==> config.mk <==
export PLATFORM = sky130hd
export DESIGN_NAME = vga_rx_480p
export DESIGN_NICKNAME = d
export VERILOG_FILES = /design/src/rtl/vga_rx_pkg.sv /design/src/rtl/sync_period_meter.sv /design/src/rtl/vga_rx_480p.sv
export SDC_FILE = /design/constraint.sdc
export NUM_CORES = 1
export LEC_CHECK = 0
export ABC_AREA = 1
export BUFFER_PORTS_ARGS = -buffer_cell sky130_fd_sc_hd__buf_2
export CORE_MARGIN = 3
export CORE_UTILIZATION = 30
export CTS_CLUSTER_SIZE = 24
export DETAILED_ROUTE_END_ITERATION = 6
export PLACE_DENSITY = 0.54
export SYNTH_ARGS = -nofsm -noshare
export SYNTH_HDL_FRONTEND = slang
export SYNTH_HIERARCHICAL = 1
export SYNTH_SLANG_ARGS = --single-unit
==> constraint.sdc <==
create_clock -name clk_pix -period 2 [get_ports clk_pix]
set_clock_uncertainty 0.05 [all_clocks]
set_input_delay 0.1 -clock clk_pix [delete_from_list [all_inputs] [get_ports clk_pix]]
set_output_delay 0.1 -clock clk_pix [all_outputs]
set_load 0.005 [all_outputs]
==> src/rtl/vga_rx_pkg.sv <==
// Shared definitions for the VGA receiver.
// Holds the receiver lock-state enum and the default 640x480 timing, which the
// display timing generator uses as well so both ends agree on one set of numbers.
package vga_rx_pkg;

  localparam int DEF_CORDW      = 10;
  localparam int DEF_H_RES      = 640;
  localparam int DEF_V_RES      = 480;
  localparam int DEF_H_SYNC_STA = 656;
  localparam int DEF_H_TOTAL    = 800;
  localparam int DEF_V_SYNC_STA = 490;
  localparam int DEF_V_TOTAL    = 525;
  localparam int DEF_LOCK_LINES = 4;

  typedef enum logic [1:0] {
    SEARCH   = 2'd0,
    H_LOCKED = 2'd1,
    LOCKED   = 2'd2
  } rx_state_t;

endpackage

==> src/rtl/sync_period_meter.sv <==
// Falling-edge detector plus saturating period counter for an active-low sync.
// Counts cnt_en events between consecutive falls; match is only meaningful in
// the cycle where fall is high and says the period just closed equals target.
//   clk_pix, rst_pix : clock, synchronous active-high reset
//   sync_n           : raw active-low sync input (current sample)
//   cnt_en           : event to count (every clock, or line events)
//   target           : expected period
//   fall             : sync fell on the current sample
//   match            : closed period == target
module sync_period_meter #(
  parameter int CORDW = 10
) (
  input  logic             clk_pix,
  input  logic             rst_pix,
  input  logic             sync_n,
  input  logic             cnt_en,
  input  logic [CORDW-1:0] target,
  output logic             fall,
  output logic             match
);

  localparam logic [CORDW:0] CNT_MAX = '1;

  logic           prev;
  logic [CORDW:0] cnt;

  assign fall  = prev & ~sync_n;
  // Extra MSB must be clear: a saturated counter can never alias onto target.
  assign match = (cnt == {1'b0, target});

  always_ff @(posedge clk_pix) begin
    if (rst_pix) begin
      prev <= 1'b1;
      cnt  <= '0;
    end else begin
      prev <= sync_n;
      // The fall cycle itself is the first event of the new period.
      if (fall)
        cnt <= {{CORDW{1'b0}}, cnt_en};
      else if (cnt_en && cnt != CNT_MAX)
        cnt <= cnt + 1'b1;
    end
  end

endmodule

==> src/rtl/vga_rx_480p.sv <==
// VGA receiver: recovers sx/sy from sync edges, verifies line and frame timing,
// reports lock and re-emits a registered, coordinate-tagged pixel stream.
//   clk_pix, rst_pix          : pixel clock, synchronous active-high reset
//   vga_hsync/vsync           : active-low syncs
//   vga_de, vga_r/g/b         : source data enable and colour
//   rx_sx/rx_sy               : coordinate of the previous cycle's sample
//   rx_de, rx_r/g/b           : that sample's recovered de (lock-gated) and colour
//   frame_start               : pulse at (0,0) while locked
//   locked                    : LOCKED state
//   de_err                    : source de disagreed with recovered de while locked
//   err_count                 : saturating count of cycles with any error
module vga_rx_480p
  import vga_rx_pkg::*;
#(
  parameter int CORDW      = DEF_CORDW,
  parameter int H_RES      = DEF_H_RES,
  parameter int V_RES      = DEF_V_RES,
  parameter int H_SYNC_STA = DEF_H_SYNC_STA,
  parameter int H_TOTAL    = DEF_H_TOTAL,
  parameter int V_SYNC_STA = DEF_V_SYNC_STA,
  parameter int V_TOTAL    = DEF_V_TOTAL,
  parameter int LOCK_LINES = DEF_LOCK_LINES
) (
  input  logic             clk_pix,
  input  logic             rst_pix,
  input  logic             vga_hsync,
  input  logic             vga_vsync,
  input  logic             vga_de,
  input  logic [3:0]       vga_r,
  input  logic [3:0]       vga_g,
  input  logic [3:0]       vga_b,
  output logic [CORDW-1:0] rx_sx,
  output logic [CORDW-1:0] rx_sy,
  output logic             rx_de,
  output logic [3:0]       rx_r,
  output logic [3:0]       rx_g,
  output logic [3:0]       rx_b,
  output logic             frame_start,
  output logic             locked,
  output logic             de_err,
  output logic [7:0]       err_count
);

  localparam logic [CORDW-1:0] HR    = CORDW'(H_RES);
  localparam logic [CORDW-1:0] VR    = CORDW'(V_RES);
  localparam logic [CORDW-1:0] HSS   = CORDW'(H_SYNC_STA);
  localparam logic [CORDW-1:0] VSS   = CORDW'(V_SYNC_STA);
  localparam logic [CORDW-1:0] HT    = CORDW'(H_TOTAL);
  localparam logic [CORDW-1:0] VT    = CORDW'(V_TOTAL);
  localparam logic [CORDW-1:0] HT_M1 = CORDW'(H_TOTAL - 1);
  localparam logic [CORDW-1:0] VT_M1 = CORDW'(V_TOTAL - 1);
  localparam int               GLW   = $clog2(LOCK_LINES + 1);
  localparam logic [GLW-1:0]   LOCK_N = GLW'(LOCK_LINES);

  rx_state_t        state, state_nxt;
  logic [CORDW-1:0] h_cnt, v_cnt, h_nxt, v_nxt;
  logic [GLW-1:0]   good_lines;
  logic             first_h, first_v;
  logic             h_fall, h_match, v_fall, v_match;
  logic             line_bad, frame_chk, frame_good, frame_bad;
  logic             exp_de, is_locked, de_bad, err_any;

  // Line meter counts clocks; frame meter counts hsync falls.
  sync_period_meter #(.CORDW(CORDW)) u_h_meter (
    .clk_pix (clk_pix),
    .rst_pix (rst_pix),
    .sync_n  (vga_hsync),
    .cnt_en  (1'b1),
    .target  (HT),
    .fall    (h_fall),
    .match   (h_match)
  );

  sync_period_meter #(.CORDW(CORDW)) u_v_meter (
    .clk_pix (clk_pix),
    .rst_pix (rst_pix),
    .sync_n  (vga_vsync),
    .cnt_en  (h_fall),
    .target  (VT),
    .fall    (v_fall),
    .match   (v_match)
  );

  // h_nxt/v_nxt is the coordinate of the sample on the inputs this cycle;
  // the counter registers therefore hold the previous sample's coordinate.
  always_comb begin
    h_nxt = h_cnt + 1'b1;
    v_nxt = v_cnt;
    if (h_fall) begin
      h_nxt = HSS;
    end else if (h_cnt == HT_M1) begin
      h_nxt = '0;
      v_nxt = (v_cnt == VT_M1) ? '0 : v_cnt + 1'b1;
    end
    if (v_fall)
      v_nxt = VSS;
  end

  assign is_locked  = (state == LOCKED);
  assign line_bad   = h_fall & first_h & ~h_match;
  assign frame_chk  = v_fall & first_v & (state != SEARCH);
  assign frame_good = frame_chk & v_match;
  assign frame_bad  = frame_chk & ~v_match;
  assign exp_de     = (h_nxt < HR) && (v_nxt < VR);
  assign de_bad     = is_locked && (vga_de != exp_de);
  assign err_any    = line_bad | frame_bad | de_bad;

  always_ff @(posedge clk_pix) begin
    if (rst_pix) state <= SEARCH;
    else         state <= state_nxt;
  end

  // A bad line period drops out of any lock level, not just full lock.
  always_comb begin
    state_nxt = state;
    case (state)
      SEARCH:   if (!line_bad && good_lines == LOCK_N) state_nxt = H_LOCKED;
      H_LOCKED: if (line_bad)        state_nxt = SEARCH;
                else if (frame_good) state_nxt = LOCKED;
      LOCKED:   if (line_bad)        state_nxt = SEARCH;
                else if (frame_bad)  state_nxt = H_LOCKED;
      default:  state_nxt = SEARCH;
    endcase
  end

  always_ff @(posedge clk_pix) begin
    if (rst_pix) begin
      h_cnt       <= '0;
      v_cnt       <= '0;
      good_lines  <= '0;
      first_h     <= 1'b0;
      first_v     <= 1'b0;
      rx_de       <= 1'b0;
      rx_r        <= '0;
      rx_g        <= '0;
      rx_b        <= '0;
      frame_start <= 1'b0;
      de_err      <= 1'b0;
      err_count   <= '0;
    end else begin
      h_cnt <= h_nxt;
      v_cnt <= v_nxt;
      if (h_fall) begin
        first_h <= 1'b1;
        if (first_h) begin
          if (!h_match)                good_lines <= '0;
          else if (good_lines != LOCK_N) good_lines <= good_lines + 1'b1;
        end
      end
      // Frame count only becomes trustworthy once line timing is locked.
      first_v     <= (state == SEARCH) ? 1'b0 : (first_v | v_fall);
      rx_de       <= is_locked & exp_de;
      rx_r        <= vga_r;
      rx_g        <= vga_g;
      rx_b        <= vga_b;
      frame_start <= is_locked && h_nxt == '0 && v_nxt == '0;
      de_err      <= de_bad;
      if (err_any && err_count != 8'hFF)
        err_count <= err_count + 1'b1;
    end
  end

  assign rx_sx  = h_cnt;
  assign rx_sy  = v_cnt;
  assign locked = is_locked;

endmodule
=== Word-level counts from Yosys, hierarchy flattened ===
Cells that the tools add are included.

* Output and inout port bits: 44
* Register bits: 74

* $add $sub $neg: 6
* Order comparisons: 2
* Equal/unequal tests: 16
* Reduce and logical (&&, ||, !) cells: 19
* Muxes and demuxes: 18
* Bitwise gates (word level): 16

{| class="wikitable"
|+ Operator list
! kind !! number
|-
| two-way mux 10 bit || 6
|-
| adder 11 x 1 -> 11 bit, second input constant || 2
|-
| == test 11 x 10 -> 1 bit, second input constant || 2
|-
| != test 11 bit, second input constant || 2
|-
| adder 10 x 1 -> 10 bit, second input constant || 2
|-
| == test 10 bit, second input constant || 2
|-
| zero test 10 bit || 2
|-
| less-than comparator 10 bit, second input constant || 1
|-
| less-than comparator 10 x 9 -> 1 bit, second input constant || 1
|-
| two-way mux 2 bit || 5
|-
| AND 1 bit || 9
|-
| != test 3 bit, second input constant || 3
|-
| adder 8 x 1 -> 8 bit, second input constant || 1
|-
| != test 8 bit, second input constant || 1
|-
| logical AND 1 bit || 7
|-
| two-way mux 3 bit || 2
|-
| case mux 2 bit (3 select lines) || 1
|-
| AND reduction 3 bit || 2
|-
| nonzero test 2 bit || 3
|-
| OR reduction 2 bit || 3
|-
| two-way mux 1 bit || 4
|-
| NOT 1 bit || 4
|-
| adder 3 x 1 -> 3 bit, second input constant || 1
|-
| == test 3 bit, second input constant || 1
|-
| 8 further kinds || 10
|}

=== Longest topological paths before layout ===
Gate-level depths: netlist of the first run.

* Word-level depth: 11
* Gate-level depth with buffers: 19
* Gate-level depth less buffers: 18

=== Hierarchy ===
The synthesis of the first run kept the hierarchy.

{| class="wikitable"
|+ Modules (own cells, without submodules)
! module !! sequential area each (um^2) !! cells each !! times used !! area each (um^2)
|-
| vga_rx_480p || 1,001.0 || 375 || 1 || 2,612.5
|-
| sync_period_meter || 240.2 || 125 || 2 || 822.0
|}

=== Worst setup path before layout of the first run ===
OpenSTA, ideal clock, no wires.

* Kind: register to register
* From: reg h_cnt[0], in the netlist rx_sx[0]
* To: reg err_count[0]
* Period minus slack after synthesis: 2.069 ns
* Slack: -0.069 ns
* Setup time: 0.115 ns
* Required time: 1.835 ns
* Arrival: 1.904 ns
* Stages on the path, launching flop included: 18
* Buffers on the path: 1
* Path through: dfxtp_1 -> ha_1 -> nand3_2 -> inv_2 -> nand4_4 -> nor2_2 -> nand2_1 -> nand2_1 -> nand3_2 -> nand2_2 -> inv_2 -> o21ai_2 -> nand2_1 -> nand3_2 -> nand2_4 -> buf_12 -> a21oi_1 -> nor2_1

* Cells in the longest elaborated chain, start to end: 10

{| class="wikitable"
|+ Ends and longest elaborated chain
! what !! RTL line !! RTL
|-
| start, declared || vga_rx_480p.sv:56 || <nowiki>logic [CORDW-1:0] h_cnt, v_cnt, h_nxt, v_nxt;</nowiki>
|-
| start signal, assigned || vga_rx_480p.sv:141 || <nowiki>h_cnt <= h_nxt;</nowiki>
|-
| branches (longest 5 deep; another with adder 10 x 1 -> 10 bit) || - ||
|-
| logical AND 1 bit (*) || vga_rx_480p.sv:104 || <nowiki>assign exp_de = (h_nxt < HR) && (v_nxt < VR);</nowiki>
|-
| != test 1 bit (*) || vga_rx_480p.sv:105 || <nowiki>assign de_bad = is_locked && (vga_de != exp_de);</nowiki>
|-
| logical AND 1 bit (*) || vga_rx_480p.sv:105 ||
|-
| OR 1 bit (*) || vga_rx_480p.sv:106 || <nowiki>assign err_any = line_bad | frame_bad | de_bad;</nowiki>
|-
| logical AND 1 bit (*) || vga_rx_480p.sv:158 || <nowiki>if (err_any && err_count != 8'hFF)</nowiki>
|-
| end signal, assigned || vga_rx_480p.sv:159 || <nowiki>err_count <= err_count + 1'b1;</nowiki>
|-
| end, declared || vga_rx_480p.sv:41 || <nowiki>output logic [7:0] err_count</nowiki>
|}

Mark *: on every way between the ends.
A chain may end at the register's enable or synchronous reset.

=== Worst setup path after layout of the first run ===
* From: reg h_cnt[0], in the netlist rx_sx[0]
* To: reg err_count[1]

Same word-level chain as after synthesis.

==> flow_summary.toml, run 1 <==
[critical_path]
crit_chain = "ha_4, nand3_4, buf_6, nor2_4, nand2_1, nand2_1, nand3_2, nand2_2, nand2_2, o21ai_2, nand2_2, nand3_4, nand2_8, nand2_4, nand2_2, a21oi_2"
crit_fanout = 7
path_class = "reg -> reg"
reg2reg_from = "rx_sx[0]"
cp-startpoint = "rx_sx[0]"
worst-path-buf-inv = 1
path_common_cell = "nand2_2"
arrival_ns = 2.39
slowest_delay_ns = 0.36
path_delay_family = "simple AND/OR/NAND/NOR gates"
endpoint_kind = "flip-flop"
slowest_stage = "dfxtp_2"
start_kind = "flip-flop"
required_ns = 2.22

[yosys]
synth_edf_count = 0
post_synth_inst_count = 625
ys_warn_count = 6
syn_area_mm2 = 0.00426
synth.avg_cell_area_um2 = 6.81
ys_seq_elements = 74
ys_types = 36
synth_area_leader_cell = "dfxtp_1"
yosys_most_used_dff = "dfxtp_1"
synthArstFlopShare_pct = 0
synth.area.top_cells = "dfxtp_1, nand2_1, inv_1"
synth_top_area_share_pct = 34.8
ys_seq_area_share_pct = 34.8

[global_route]
grt_max_degree = 46
use_met1_pct = 18.9
antenna_found_initial = 0
gr-usage-met2_pct = 24.5
met3_usage_pct = 4.43
grt-busiest-layer = "met2"
grt_pass1_wl_um = 19300
grt_overflow_total = 0
track_usage_pct = 14.7
grt_pass1_vias = 4248

[floorplanning]
rows = 42
dieArea_mm2 = 0.0157
coreArea_mm2 = 0.0136
initial_core_util_pct = 31.4
boundaryPins = 61
die_width_um = 125
die_h_um = 125

[pwr]
p_leak_uw = 0.00275
p_per_area_mw_per_mm2 = 668
vdd_drop_max_mv = 0.382
total_power_uw = 4030

[cts]
cts.clk_slew.worst_paths_ns = 0.06
clk_latency_ns = 0.34
cts_buffers = 9
cts_tree = "yes"
cts_buffer_depth = 2
htreeDepth = 3
clkSinkCount = 74
cts_root_buf = "clkbuf_16"

[placed_design]
port_buffers = 60
post-place-ws_ns = -0.228
place_congestion = 0.888
hpwl_um = 8140

[timing]
min_period_ns = 2.17
drv_slew = 0
rsz0062_at_grt = "true"
fmax_ghz = 0.461
fin_ws_ns = -0.168
fin_crit_sh_pct = 108
setup_tns_ns = -1.30
final-hold-violation-count = 0
setup_violations = 10

[final_layout]
layout-drive-gt1-share_pct = 31.1
fin_nets = 830
final_cell_mix = "nand2_1, inv_1, buf_4"
final_common_cell = "nand2_1"
fill_cells = 1414
area_delta_synth_final_pct = 41.9
antennaDiodeCount = 0

[min_path]
timing.hold.worst.class = "in -> reg"
hold_start = "rst_pix"

[drt]
wl_per_cell_um = 11.3
first_iter_violations = 201
firstDrtPassIters = 4
vias = 4366
drcViolationCount = 0
final_antenna_net_count = 0
viasPerCell = 4.43
drt-total-wl_um = 11100

[run_status]
status = "complete, but fails checks"
violations = "setup timing"

[run]
max_cap_viol_count = 0
[layer usage]
layer	part of all wire, %	up-vias
met2	47	78
met5	0	-
met3	4.2	11
met4	1.3	0
met1	47	1961
li1	-	2316
[flip-flops by register name, indices dropped and copies added (netlist names), 2 cells and up]
signal         cells
u_h_meter/cnt     11
u_v_meter/cnt     11
rx_sx             10
rx_sy             10
err_count          8
rx_b               4
rx_g               4
rx_r               4
good_lines         3
state              2
[final timing paths]
path | end | slack, ns | depth (start not counted)
setup / recovery | err_count[1] | -0.17 | 16
hold / removal | rx_de | 0.13 | 4
setup reg to reg | err_count[1] | -0.17 | 16
hold reg to reg | good_lines[2] | 0.41 | 1
[Yosys cell counts (3+ instances only)]
cell type  instances
nand3_2           16
inv_2              8
nand2_1          143
o21ai_0           16
nand4_1           11
a21oi_2            3
a21oi_1           47
nand2_4            3
or2_2              7
nor2_4             5
xnor2_1           16
nand2_2           11
nand3_1           54
xor2_1             7
ha_1               8
nor2_2            11
clkbuf_1           3
nor3_1             8
inv_1             80
dfxtp_1           74
nor2_1            68
buf_2              5
[cell type report]
class / count / area, um^2 / area share, %
multi-input cells: 479 / 2640 / 43.7
flip-flops and latches: 74 / 1490 / 24.6
repair buffers: 152 / 1040 / 17.3
inverters: 89 / 337 / 5.57
clock buffers: 11 / 253 / 4.19
well taps: 176 / 220 / 3.65
clock inverters: 5 / 62.6 / 1.04
[worst min-delay path, cell delays in order]
cell and delay (ns):
buf_2 0.11, clkinv_1 0.09, nand2_1 0.11, nor2_1 0.05
[stage by stage]
step,hold WS [ns],area [um^2],util [%],instances
final,0.126,6040,44.5,986
after global routing,0.164,6040,44.5,986
after CTS,0.125,5920,43.7,983
after detailed placement,0.257,5370,39.6,948
after global placement,0.250,5370,39.6,948
after floorplan,0.154,4400,-,654
[cell families after synthesis]
logic type	after synthesis	synth area share [%]
adder cells (fa/ha/maj)	8	2.35
buffers and inverters	102	9.70
flip-flops	74	34.8
AND/OR/NAND/NOR	345	39.5
XOR/XNOR	23	4.73
AO/OA/AOI/OAI	71	8.76
other	2	0.176
[what timing repair did]
action / in CTS / in global routing
pin swaps: 7 / 15
setup buffers: 4 / 3
hold endpoints to repair: 14 / 0
cloned: 1 / 0
setup endpoints to repair: 9 / 16
gates resized for setup: 13 / 23
hold buffers: 14 / 0
[report_power, final]
part	internal (uW)	total, uW	switching, uW
Sequential	1550	1600	53.9
Clock	1040	1700	665
Combinational	315	728	413
Note: power is estimated with default switching activity, not from simulation.
==> run 2, diff against run 1 <==
--- a/config.mk
+++ b/config.mk
@@ -5,7 +5,6 @@
 export SDC_FILE = /design/constraint.sdc
 export NUM_CORES = 1
 export LEC_CHECK = 0
-export ABC_AREA = 1
 export BUFFER_PORTS_ARGS = -buffer_cell sky130_fd_sc_hd__buf_2
 export CORE_MARGIN = 3
 export CORE_UTILIZATION = 30
==> flow_summary.toml, run 2 <==
[pwr]
p_leak_uw = 0.00259
total_power_uw = 3490
p_per_area_mw_per_mm2 = 581
vdd_drop_max_mv = 0.425

[critical_path]
endpoint_kind = "flip-flop"
required_ns = 2.23
slowest_stage = "or4_4"
crit_fanout = 5
start_kind = "flip-flop"
arrival_ns = 2.94
crit_chain = "or4_4, nor4_4, nor4b_2, a311oi_4, nand3_1, mux2i_2, nor3_4, buf_6, or4_1, nand2_1"
path_class = "reg -> reg"
slowest_delay_ns = 0.56

[yosys]
ys_seq_area_share_pct = 37.5
synth_edf_count = 0
syn_area_mm2 = 0.00395
synthTopCellsByCount = "dfxtp_1, nor2_1, xor2_1"
yosys.area_share.simple_pct = 31.8
synth_top_area_share_pct = 37.5
yosys_most_used_dff = "dfxtp_1"
ys_warn_count = 6
synthMuxAreaShare_pct = 1.01
synth-compound-area-share_pct = 14.9
synth_top_family_by_area = "simple AND/OR/NAND/NOR gates"
synthXorXnorAreaFrac_pct = 7.99
synthArstFlopShare_pct = 0
synth.area.top_cells = "dfxtp_1, xor2_1, nor2_1"
synth.avg_cell_area_um2 = 8.33
synth_area_leader_cell = "dfxtp_1"
synthAdderAreaFrac_pct = 2.54
ys_types = 56
ys_seq_elements = 74
synth_most_common_cell = "dfxtp_1"
post_synth_inst_count = 474

[final_layout]
layout-drive-gt1-share_pct = 37.3
final_cell_mix = "buf_4, dfxtp_1, buf_2"
fill_cells = 1256
reg_top3 = "u_h_meter/cnt: 11 flops, u_v_meter/cnt: 11 flops"
fin_nets = 702
antennaDiodeCount = 0
final_common_cell = "buf_4"
postLayoutCellArea_mm2 = 0.00600
area_delta_synth_final_pct = 52.0

[timing]
fin_crit_sh_pct = 136
drv_slew = 0
min_period_ns = 2.72
fmax_ghz = 0.368
rsz0062_at_grt = "true"
fin_ws_ns = -0.716
final-hold-violation-count = 0
setup_violations = 13

[min_path]
timing.hold.worst.class = "in -> reg"

[global_route]
track_usage_pct = 15.8
grt_pass1_wl_um = 18600
antenna_found_initial = 0
grt_overflow_total = 0
grt_pass1_vias = 3943
grt_max_degree = 25

[floorplanning]
rows = 41
boundaryPins = 61
coreArea_mm2 = 0.0127
die_width_um = 121
dieArea_mm2 = 0.0146
die_h_um = 121
initial_core_util_pct = 31.0

[cts]
htreeDepth = 3
clkSinkCount = 74
cts_buffer_depth = 2
cts.clk_slew.worst_paths_ns = 0.06
cts_root_buf = "clkbuf_16"
clk_latency_ns = 0.33
cts_buffers = 9
cts_tree = "yes"

[drt]
firstDrtPassIters = 4
drt-total-wl_um = 11400
wl_per_cell_um = 13.4
first_iter_violations = 146
drcViolationCount = 0
viasPerCell = 4.84
vias = 4132
final_antenna_net_count = 0

[run]
max_cap_viol_count = 0

[placed_design]
port_buffers = 60
post-place-ws_ns = -0.698
hpwl_um = 8180
placed_cell_area_mm2 = 0.00527
place_congestion = 0.905

[run_status]
status = "complete, but fails checks"
violations = "setup timing"
-- run 2: area by class of cell --
class	count	area [um^2]	area share, %
well taps	172	215	3.59
inverters	17	63.8	1.06
flip-flops and latches	74	1490	24.8
clock buffers	13	260	4.34
clock inverters	2	12.5	0.209
multi-input cells	383	2600	43.4
repair buffers	192	1360	22.6
-- run 2: per-stage QoR --
step	util [%]	setup TNS, ns	instances	hold slack [ns]
after detailed placement	41.4	-6.77	814	0.267
final	47.2	-6.45	853	0.145
after CTS	46.0	-6.32	851	0.123
after global placement	41.4	-6.40	814	0.260
after global routing	47.2	-8.36	853	0.174
after floorplan	-	-4.97	493	0.119
-- run 2: repair_timing --
item,CTS,global route
resized for setup,25,32
buffers inserted,9,6
pin swaps,14,17
hold buffers,14,0
hold endpoints to repair,14,0
setup endpoints to repair,14,20
-- run 2: logic make-up after synthesis --
group,after synthesis
other,2
AO/OA/AOI/OAI,86
buffers and inverters,36
XOR/XNOR,36
AND/OR/NAND/NOR,228
multiplexers,4
flip-flops,74
adder cells (fa/ha/maj),8
-- run 2: path summary, 6_finish.rpt --
check                              start            to  cells after the start  slack, ns
worst max-delay path            rx_sy[7]  err_count[4]                     10      -0.72
worst min-delay path             rst_pix      rx_sx[4]                      2       0.14
worst max register to register  rx_sy[7]  err_count[4]                     10      -0.72
worst min register to register   first_v       first_v                      2       0.45
-- run 2: power by group --
| part | total (uW) | switching, uW | internal, uW |
|---|---|---|---|
| logic | 462 | 232 | 229 |
| registers | 1530 | 20.1 | 1510 |
| clock network | 1490 | 590 | 899 |
| total | 3490 | 843 | 2640 |
-- run 2: worst max-delay path, delay by kind of cell, from the launching register on --
kind / cells / cell delay (ns)
DFF: 1 / 0.31
muxes: 1 / 0.23
AOI/OAI and AO/OA: 1 / 0.30
and+or+nand+nor: 7 / 1.63
buffers and inverters: 1 / 0.13
-- run 2: layer usage --
metal  share of wire, %  global-route usage (%)
met5                  0                       0
met3                5.5                    4.30
met1                 46                    20.4
met2                 46                    24.9
met4                2.3                    6.66
